`config.mk`:
```
export PLATFORM = sky130hd
export DESIGN_NAME = decoder_nx_seq
export DESIGN_NICKNAME = d
export VERILOG_FILES = /design/src/rtl/decoder_nx_seq.sv
export SDC_FILE = /design/constraint.sdc
export NUM_CORES = 1
export LEC_CHECK = 0
export BUFFER_PORTS_ARGS = -buffer_cell sky130_fd_sc_hd__buf_2
export CAP_MARGIN = 40
export CORE_MARGIN = 2
export CORE_UTILIZATION = 47
export CTS_BUF_LIST = sky130_fd_sc_hd__clkbuf_4 sky130_fd_sc_hd__clkbuf_8
export DETAILED_ROUTE_END_ITERATION = 8
export HOLD_SLACK_MARGIN = 0.03
export PLACE_DENSITY = 0.68
export SYNTH_ARGS = -nofsm -noshare
export SYNTH_HDL_FRONTEND = slang
export SYNTH_SLANG_ARGS = --single-unit
export TNS_END_PERCENT = 50
```
`constraint.sdc`:
```
create_clock -name i_clk -period 2.7 [get_ports i_clk]
set_input_delay 0.135 -clock i_clk [delete_from_list [all_inputs] [get_ports i_clk]]
set_output_delay 0.135 -clock i_clk [all_outputs]
set_load 0.005 [all_outputs]
```
`src/rtl/decoder_nx_seq.sv`:
```
// decoder_nx_seq
//   Registered N_IN-to-2**N_IN one-hot decoder with valid/ready handshakes
//   on both sides, a one-entry output register, and a self-running sweep
//   mode that walks the one-hot output through every code at a rate set
//   by SWEEP_DIV.
//
//   state    | meaning
//   ---------+----------------------------------------------------------
//   S_IDLE   | waiting for en; mode selects DIRECT or SWEEP
//   S_DIRECT | decode accepted codes, one per cycle when not stalled
//   S_SWEEP  | prescaled walk of beats 0..W-1 through the output register
//   S_DONE   | sweep finished; parked until mode or en drops
//
// Ports:
//   i_clk          clock, rising edge
//   i_rst          synchronous active-high reset
//   i_en           block enable; low clears the outputs and aborts activity
//   i_mode         0 = direct decode, 1 = sweep (acted on only from S_IDLE)
//   i_in_valid     code valid
//   o_in_ready     code accepted when i_in_valid && o_in_ready
//   i_code         code to decode
//   o_out_valid    o_y / o_idx valid
//   i_out_ready    downstream accepts beat when o_out_valid && i_out_ready
//   o_y            one-hot decoded output, idle value when not valid
//   o_idx          binary index of the set bit in o_y
//   o_sweep_done   one-cycle pulse after the last sweep beat is accepted
//
// Build option:
//   DECODER_NX_ACTIVE_LOW_EN  defined: o_y is driven inverted (active-low,
//                             idle value all-ones). Undefined: active-high.

module decoder_nx_seq #(
    parameter int N_IN      = 3,
    parameter int SWEEP_DIV = 4
) (
    input  logic                 i_clk,
    input  logic                 i_rst,
    input  logic                 i_en,
    input  logic                 i_mode,
    input  logic                 i_in_valid,
    output logic                 o_in_ready,
    input  logic [N_IN-1:0]      i_code,
    output logic                 o_out_valid,
    input  logic                 i_out_ready,
    output logic [2**N_IN-1:0]   o_y,
    output logic [N_IN-1:0]      o_idx,
    output logic                 o_sweep_done
);

    localparam int              W          = 2**N_IN;
    localparam logic [N_IN-1:0] K_LAST     = '1;
    localparam logic [7:0]      PRESC_LAST = 8'(SWEEP_DIV - 1);

    typedef enum logic [1:0] {
        S_IDLE   = 2'd0,
        S_DIRECT = 2'd1,
        S_SWEEP  = 2'd2,
        S_DONE   = 2'd3
    } state_t;

    state_t          r_state,      w_state_nxt;
    logic [W-1:0]    r_y,          w_y_nxt;
    logic [N_IN-1:0] r_idx,        w_idx_nxt;
    logic            r_out_valid,  w_valid_nxt;
    logic            r_sweep_done, w_done_nxt;
    logic [7:0]      r_presc,      w_presc_nxt;
    logic [N_IN-1:0] r_k,          w_k_nxt;
    logic [N_IN-1:0] w_k_beat;
    logic            w_in_ready;
    logic            w_drain;

    assign w_drain = r_out_valid && i_out_ready;

    always_ff @(posedge i_clk) begin
        if (i_rst) begin
            r_state      <= S_IDLE;
            r_y          <= '0;
            r_idx        <= '0;
            r_out_valid  <= 1'b0;
            r_sweep_done <= 1'b0;
            r_presc      <= '0;
            r_k          <= '0;
        end else begin
            r_state      <= w_state_nxt;
            r_y          <= w_y_nxt;
            r_idx        <= w_idx_nxt;
            r_out_valid  <= w_valid_nxt;
            r_sweep_done <= w_done_nxt;
            r_presc      <= w_presc_nxt;
            r_k          <= w_k_nxt;
        end
    end

    always_comb begin
        w_state_nxt = r_state;
        w_y_nxt     = r_y;
        w_idx_nxt   = r_idx;
        w_valid_nxt = r_out_valid;
        w_done_nxt  = 1'b0;
        w_presc_nxt = r_presc;
        w_k_nxt     = r_k;
        w_k_beat    = r_k;
        w_in_ready  = 1'b0;

        if (!i_en) begin
            // Disable wins over any handshake: a pending beat is dropped.
            w_state_nxt = S_IDLE;
            w_y_nxt     = '0;
            w_idx_nxt   = '0;
            w_valid_nxt = 1'b0;
            w_presc_nxt = '0;
            w_k_nxt     = '0;
        end else begin
            case (r_state)
                S_IDLE: begin
                    if (w_drain) begin
                        w_valid_nxt = 1'b0;
                        w_y_nxt     = '0;
                    end
                    if (!i_mode) begin
                        w_state_nxt = S_DIRECT;
                    end else if (!r_out_valid) begin
                        w_state_nxt = S_SWEEP;
                        w_presc_nxt = '0;
                        w_k_nxt     = '0;
                    end
                end
                S_DIRECT: begin
                    w_in_ready = !i_mode && (!r_out_valid || i_out_ready);
                    if (i_in_valid && w_in_ready) begin
                        w_y_nxt     = W'(1) << i_code;
                        w_idx_nxt   = i_code;
                        w_valid_nxt = 1'b1;
                    end else if (w_drain) begin
                        w_valid_nxt = 1'b0;
                        w_y_nxt     = '0;
                    end
                    if (i_mode && !r_out_valid) begin
                        w_state_nxt = S_IDLE;
                    end
                end
                S_SWEEP: begin
                    if (w_drain) begin
                        w_valid_nxt = 1'b0;
                        w_y_nxt     = '0;
                        if (r_k == K_LAST) begin
                            w_state_nxt = S_DONE;
                            w_done_nxt  = 1'b1;
                        end else begin
                            w_k_beat = r_k + N_IN'(1);
                            w_k_nxt  = w_k_beat;
                        end
                    end
                    // The accept cycle counts as the first prescaler tick, so
                    // unstalled beats are exactly SWEEP_DIV cycles apart.
                    if (w_state_nxt == S_SWEEP && (!r_out_valid || i_out_ready)) begin
                        if (r_presc >= PRESC_LAST) begin
                            w_y_nxt     = W'(1) << w_k_beat;
                            w_idx_nxt   = w_k_beat;
                            w_valid_nxt = 1'b1;
                            w_presc_nxt = '0;
                        end else begin
                            w_presc_nxt = r_presc + 8'd1;
                        end
                    end
                end
                S_DONE: begin
                    w_valid_nxt = 1'b0;
                    w_y_nxt     = '0;
                    if (!i_mode) begin
                        w_state_nxt = S_IDLE;
                    end
                end
                default: begin
                    w_state_nxt = S_IDLE;
                end
            endcase
        end
    end

    assign o_in_ready   = w_in_ready;
    assign o_out_valid  = r_out_valid;
    assign o_idx        = r_idx;
    assign o_sweep_done = r_sweep_done;

`ifdef DECODER_NX_ACTIVE_LOW_EN
    assign o_y = ~r_y;
`else
    assign o_y = r_y;
`endif

endmodule

```
==> results of run 1 <==
[critical path, stage by stage, from the launching register on]
cell     delay (ns)
dfxtp_1        0.38
ha_1           0.24
or4_1          0.44
or2_2          0.34
a21oi_2        0.29
mux2_2         0.38
[power by group]
| part | switching, mW | internal (mW) | total [mW] |
|---|---|---|---|
| registers | 0.00592 | 0.387 | 0.393 |
| clock network | 0.117 | 0.0826 | 0.200 |
| logic | 0.0414 | 0.0277 | 0.0691 |
[metrics by stage]
step | setup WS, ns | area (um2)
finish | 0.552 | 1660
global route | 0.445 | 1660
CTS | 0.562 | 1660
detailed placement | 0.589 | 1620
global placement | 0.665 | 1620
floorplan | 0.715 | 1490
[final cells by class]
cell class / count / share of cell area (%)
multi-input cells: 141 / 55.1
flip-flops and latches: 26 / 31.4
repair buffers: 24 / 7.54
well taps: 44 / 3.32
clock buffers: 4 / 2.19
inverters: 2 / 0.452
[cell usage in the layout (no fill, tap or decap), types with 2 or more instances in the layout]
| cell | instances |
|---|---|
| clkbuf_4 | 3 |
| nor4_1 | 3 |
| nand2_1 | 18 |
| nor2_1 | 7 |
| nand2b_1 | 6 |
| inv_1 | 2 |
| a31oi_1 | 4 |
| buf_4 | 2 |
| o31ai_1 | 3 |
| and2_1 | 4 |
| nor4b_1 | 4 |
| nor2b_1 | 2 |
| nor3_1 | 7 |
| buf_2 | 22 |
| dfxtp_1 | 26 |
| and3_1 | 4 |
| mux2i_1 | 4 |
| ha_1 | 2 |
| a21oi_1 | 12 |
| o21ai_0 | 8 |
| nand4_1 | 3 |
| a21oi_2 | 2 |
| nand3_1 | 4 |
| or3_1 | 2 |
| o211ai_1 | 17 |
| or2b_1 | 2 |
[final timing paths]
path | from | to | slack [ns] | cells past startpoint
max | r_presc[0] | o_idx[1] | 0.55 | 5
min | i_mode | r_state[1] | 0.11 | 3
max reg2reg | r_presc[0] | o_idx[1] | 0.55 | 5
min reg2reg | r_presc[3] | r_presc[3] | 0.49 | 2
[registers in the layout, summed over array words and instances, names as in the netlist]
signal        cells
r_presc           8
o_idx             3
o_y               8
r_k               3
o_out_valid       1
o_sweep_done      1
r_state           2
[layer usage]
layer / GRT usage [%] / vias to the layer above / part of all wire, %
met1: 30.5 / 689 / 48
met2: 34.8 / 27 / 47
met3: 2.60 / 6 / 3.1
met4: 6.35 / 0 / 1.2
li1: - / 713 / -
met5: 0 / - / 0
[kinds of logic (layout without fill, tap and decap cells)]
logic type / after synthesis / in the layout / synth area share (%)
compound gates: 54 / 54 / 23.9
xor+xnor: 1 / 1 / 0.588
fa+ha+maj: 2 / 2 / 1.68
buf+inv: 10 / 30 / 3.61
flops: 26 / 26 / 35.0
mux: 5 / 5 / 3.45
simple gates: 79 / 79 / 31.8
==> out/metrics.cfg, run 1 <==
[run_status]
status = finished, final reports clean

[die]
die-area_um2 = 3630
die_w_um = 60.3
start_util_pct = 49.2
num_rows = 20
die_h_um = 60.3
pin_count = 23
coreArea_um2 = 3030

[synthesis]
netlist_instances = 177
synth_fp_nets = 188
synth_seq_cells = 26
ys_top_cells_by_count = dfxtp_1 (26), nand2_1 (18), o211ai_1 (17), a21oi_1 (12), o21ai_0 (8)
yosysTopAreaCell = dfxtp_1
synth-main-ff-cell = dfxtp_1
async_flop_share_pct = 0
seq_area_frac_synth_pct = 35.0
synth-edff-count = 0
yosysUniqueCellTypes = 49
yosysTopAreaCellShare_pct = 35.0
syn-cell-area_um2 = 1490
synth.area.top_cells = dfxtp_1 (35%), o211ai_1 (8.6%), nand2_1 (4.5%)
syn_avg_cell_area_um2 = 8.41
synth.most_common_cell = dfxtp_1
yosysWarnings = 0

[worst_hold_path]
hold_class = input port to flop

[global_routing]
first_global_vias = 1300
grt_start_max_net_pins = 15
antenna_found_initial = 0
grt_pass1_wl_mm = 6.02
grtUsageTotal_pct = 21.7
overflow = 0

[layout]
fin_util_pct = 54.8
fillers = 304
drive_above_1_share_pct = 21.8
area_delta_synth_final_pct = 11.4
diodes = 0
finalNonFillerCells = 241
multi_input_area_um2 = 915
finalNetCount = 209
register_area_um2 = 520

[placement]
gp_congestion = 0.882
dp_hpwl_mm = 2.68
io_buffers = 22
placedCellCount = 237

[timing]
tightestPinTransition_ns = 0.801
hold_slack_ns = 0.112
fin_crit_ns = 2.15
setup_violations = 0
finalCritPeriodShare_pct = 79.5
relSlewSlack_pct = 46.2
max_freq_ghz = 0.466
skew_ns = 0.00819
slew_viol_final = 0
finalHoldViolations = 0
rsz0062_at_grt = false
setup_tns_ns = 0

[clocking]
cts_setup_buffers = 0
ctsHoldBuffers = 0
clk_latency_ns = 0.33
htreeDepth = 1
numCtsBuffers = 3
numClockSinks = 26
ctsResizeCount = 0
cts.clk_slew.worst_paths_ns = 0.14
clockRootBuffer = clkbuf_4
cts.path.max_buffers = 2
cts_tree = yes

[detailed_routing]
drcViolationCount = 0
wl_per_cell_um = 15.0
drt-total-wl_mm = 3.60
ant_nets = 0
drt_iter0_markers = 62
num_vias = 1435
drtPass1Iterations = 5
viasPerCell = 5.95

[worst_setup_path]
critPathKind = flop to flop
cp.arrival_ns = 2.39
critPathCaptureType = flop
worstSetupStartpointType = flop
critPathMaxFanout = 5
cp.required_ns = 2.94

[pwr]
p_leak_nw = 0.622
vdd_ir_drop_max_mv = 0.234
finalPower_uw = 662
pwr_density_cell_nw_per_um2 = 399

[job]
cap_violations = 0

No activity file was read; power rests on OpenSTA's default activity.
==> run 2: changes to the inputs <==
Settings changed: PLACE_DENSITY 0.68 to 0.71.
Clock period 2.7 ns to 1.8 ns, I/O delays scaled along.
==> out/metrics.cfg, run 2 (same netlist as run 1, synthesis figures left out) <==
[clocking]
cts.path.max_buffers = 2  ; unchanged
cts.clk_slew.worst_paths_ns = 0.14  ; about the same
numCtsBuffers = 3  ; unchanged
clockRootBuffer = clkbuf_4
numClockSinks = 26  ; unchanged
cts_tree = yes
clk_latency_ns = 0.33  ; about the same
htreeDepth = 1  ; unchanged

[worst_hold_path]
hold_class = input port to flop
holdPathStages = 3  ; unchanged

[worst_setup_path]
critPathMaxFanout = 2  ; -3
critPathKind = flop to flop
crit_path_max_incr_delay_ns = 0.43  ; about the same
critPathSlowestCell = or4_4
critPathCaptureType = flop
r2r_setup_slack_ns = 0.01  ; -0.54 ns
reg2reg_depth = 5  ; unchanged
crit_chain = ha_4 -> or4_4 -> or2_4 -> a21oi_4 -> mux2_4
reg2reg_from = r_presc[0]
cp.arrival_ns = 2.02  ; -0.37 ns
crit_start = r_presc[0]
reg2reg_to = o_idx[1]
cp.required_ns = 2.03  ; -0.91 ns
endpoint = o_idx[1]
worstSetupStartpointType = flop

[layout]
final_cell_mix = buf_2 (22), dfxtp_1 (22), nand2_1 (18)
diodes = 0  ; unchanged
area_delta_synth_final_pct = 22.8
drive_above_1_share_pct = 31.9  ; +10 points
finalNetCount = 225  ; +7.7%

[detailed_routing]
drtPass1Iterations = 4  ; -1
wl_per_cell_um = 14.1  ; -5.5%
drt_iter0_markers = 74  ; +19%
drt-total-wl_mm = 3.63  ; +0.75%
viasPerCell = 5.73  ; -3.7%
drcViolationCount = 0  ; unchanged
num_vias = 1473  ; +2.6%
ant_nets = 0  ; unchanged

[die]
die_w_um = 60.3  ; unchanged
die_h_um = 60.3  ; unchanged
start_util_pct = 49.2  ; unchanged
coreArea_um2 = 3030  ; unchanged
pin_count = 23  ; unchanged
num_rows = 20  ; unchanged
die-area_um2 = 3630  ; unchanged

[run_status]
status = finished, final reports clean

[pwr]
pwr_density_cell_nw_per_um2 = 552  ; +38%
p_leak_nw = 0.702  ; +13%
vdd_ir_drop_max_mv = 0.291  ; +25%
seqPwrFrac_pct = 57.9  ; -1.4 points
p_comb_share_pct = 11.9  ; +1.5 points
clkPwrFrac_pct = 30.2  ; about the same
swShare_pct = 25.0  ; +0.17 points
switchingPower_uw = 253  ; +54%
p_int_uw = 757  ; +52%

[timing]
setup_violations = 0  ; unchanged
relSlewSlack_pct = 65.5  ; +19 points
tightestPinTransition_ns = 0.514  ; -0.287 ns
setup_tns_ns = 0  ; unchanged
slew_viol_final = 0  ; unchanged
finalHoldViolations = 0  ; unchanged
rsz0062_at_grt = true
hold_slack_ns = 0.0603  ; -0.0517 ns
max_freq_ghz = 0.560  ; +20%
finalCritPeriodShare_pct = 99.2  ; +20 points
fin_crit_ns = 1.79  ; -0.362 ns
skew_ns = 0.00211  ; -0.00608 ns

[global_routing]
grtUsageTotal_pct = 21.1  ; -0.60 points
grt_pass1_wl_mm = 5.75  ; -4.5%
first_global_vias = 1293  ; -0.54%
grt_start_max_net_pins = 15  ; unchanged
overflow = 0  ; unchanged
antenna_found_initial = 0  ; unchanged

[placement]
io_buffers = 22  ; unchanged
dp_hpwl_mm = 2.80  ; +4.5%
gp_congestion = 0.913  ; +3.4%

[job]
cap_violations = 0  ; unchanged

==> run 2: cell count changes in the layout (fill, tap and decap cells not counted), moves of 2 or more <==
cell,change
buf_4,+15
dfxtp_1,-4
dfxtp_2,+4
ha_1,-2
==> run 2: final cells by class <==
type | instances | area, um2
multi-input cells | 141 | 955
inverters | 2 | 7.51
well taps | 44 | 55.1
clock buffers | 4 | 36.3
flip-flops and latches | 26 | 526
repair buffers | 40 | 249
fillers | 278 | 1200
==> run 2: stage by stage <==
stage | utilization [%] | std cells | cell area (um2) | power, mW | setup WS (ns)
final | 60.4 | 257 | 1830 | 1.01 | 0.0140
after global routing | 60.4 | 257 | 1830 | 1.06 | -0.00868
after CTS | 59.4 | 255 | 1800 | 1.01 | 0.00241
after detailed placement | 57.7 | 251 | 1750 | 0.714 | 0.0109
after global placement | 57.7 | 251 | 1750 | 0.711 | 0.0572
after floorplan | - | 177 | 1510 | 0.669 | -0.0126
==> run 2: timing repair <==
action	CTS	global route
resized for setup	3	6
hold buffers	0	0
endpoints found under the setup margin	1	15
pin swaps	1	2
buffers inserted	0	2
==> run 2: per-layer routing <==
metal	global-route usage, %	up-vias	wire length [um]
li1	-	745	-
met1	26.9	682	1610
met2	36.0	42	1800
met3	3.03	4	197
met4	7.62	0	24
met5	0	-	0
==> run 2: how the worst min path moves through the flow <==
stage,startpoint,endpoint,slack (ns)
2_1_floorplan,i_mode,o_in_ready,0.21
3_3_place_gp,i_code[0],o_y[7],0.39
3_5_place_dp,i_code[0],o_y[7],0.41
4_1_cts,i_mode,r_state[1],0.06
5_1_grt,i_code[0],o_y[7],0.05
6_report,i_mode,r_state[1],0.06
==> run 2: worst max-delay path: cells and delay by family (launching register included) <==
kind                     cells  cell delay [ns]
AO/OA/AOI/OAI                1             0.15
flip-flops                   1             0.36
multiplexers                 1             0.32
AND/OR/NAND/NOR              2             0.71
adder cells (fa/ha/maj)      1             0.15
==> run 2: power by group through the flow <==
| stage | sequential, mW | combinational [mW] | clock, mW |
|---|---|---|---|
| 2_1_floorplan | 0.597 | 0.0722 | 0 |
| 3_3_place_gp | 0.596 | 0.116 | 0 |
| 3_5_place_dp | 0.596 | 0.118 | 0 |
| 4_1_cts | 0.585 | 0.119 | 0.307 |
| 5_1_grt | 0.586 | 0.130 | 0.342 |
| 6_report | 0.585 | 0.120 | 0.305 |
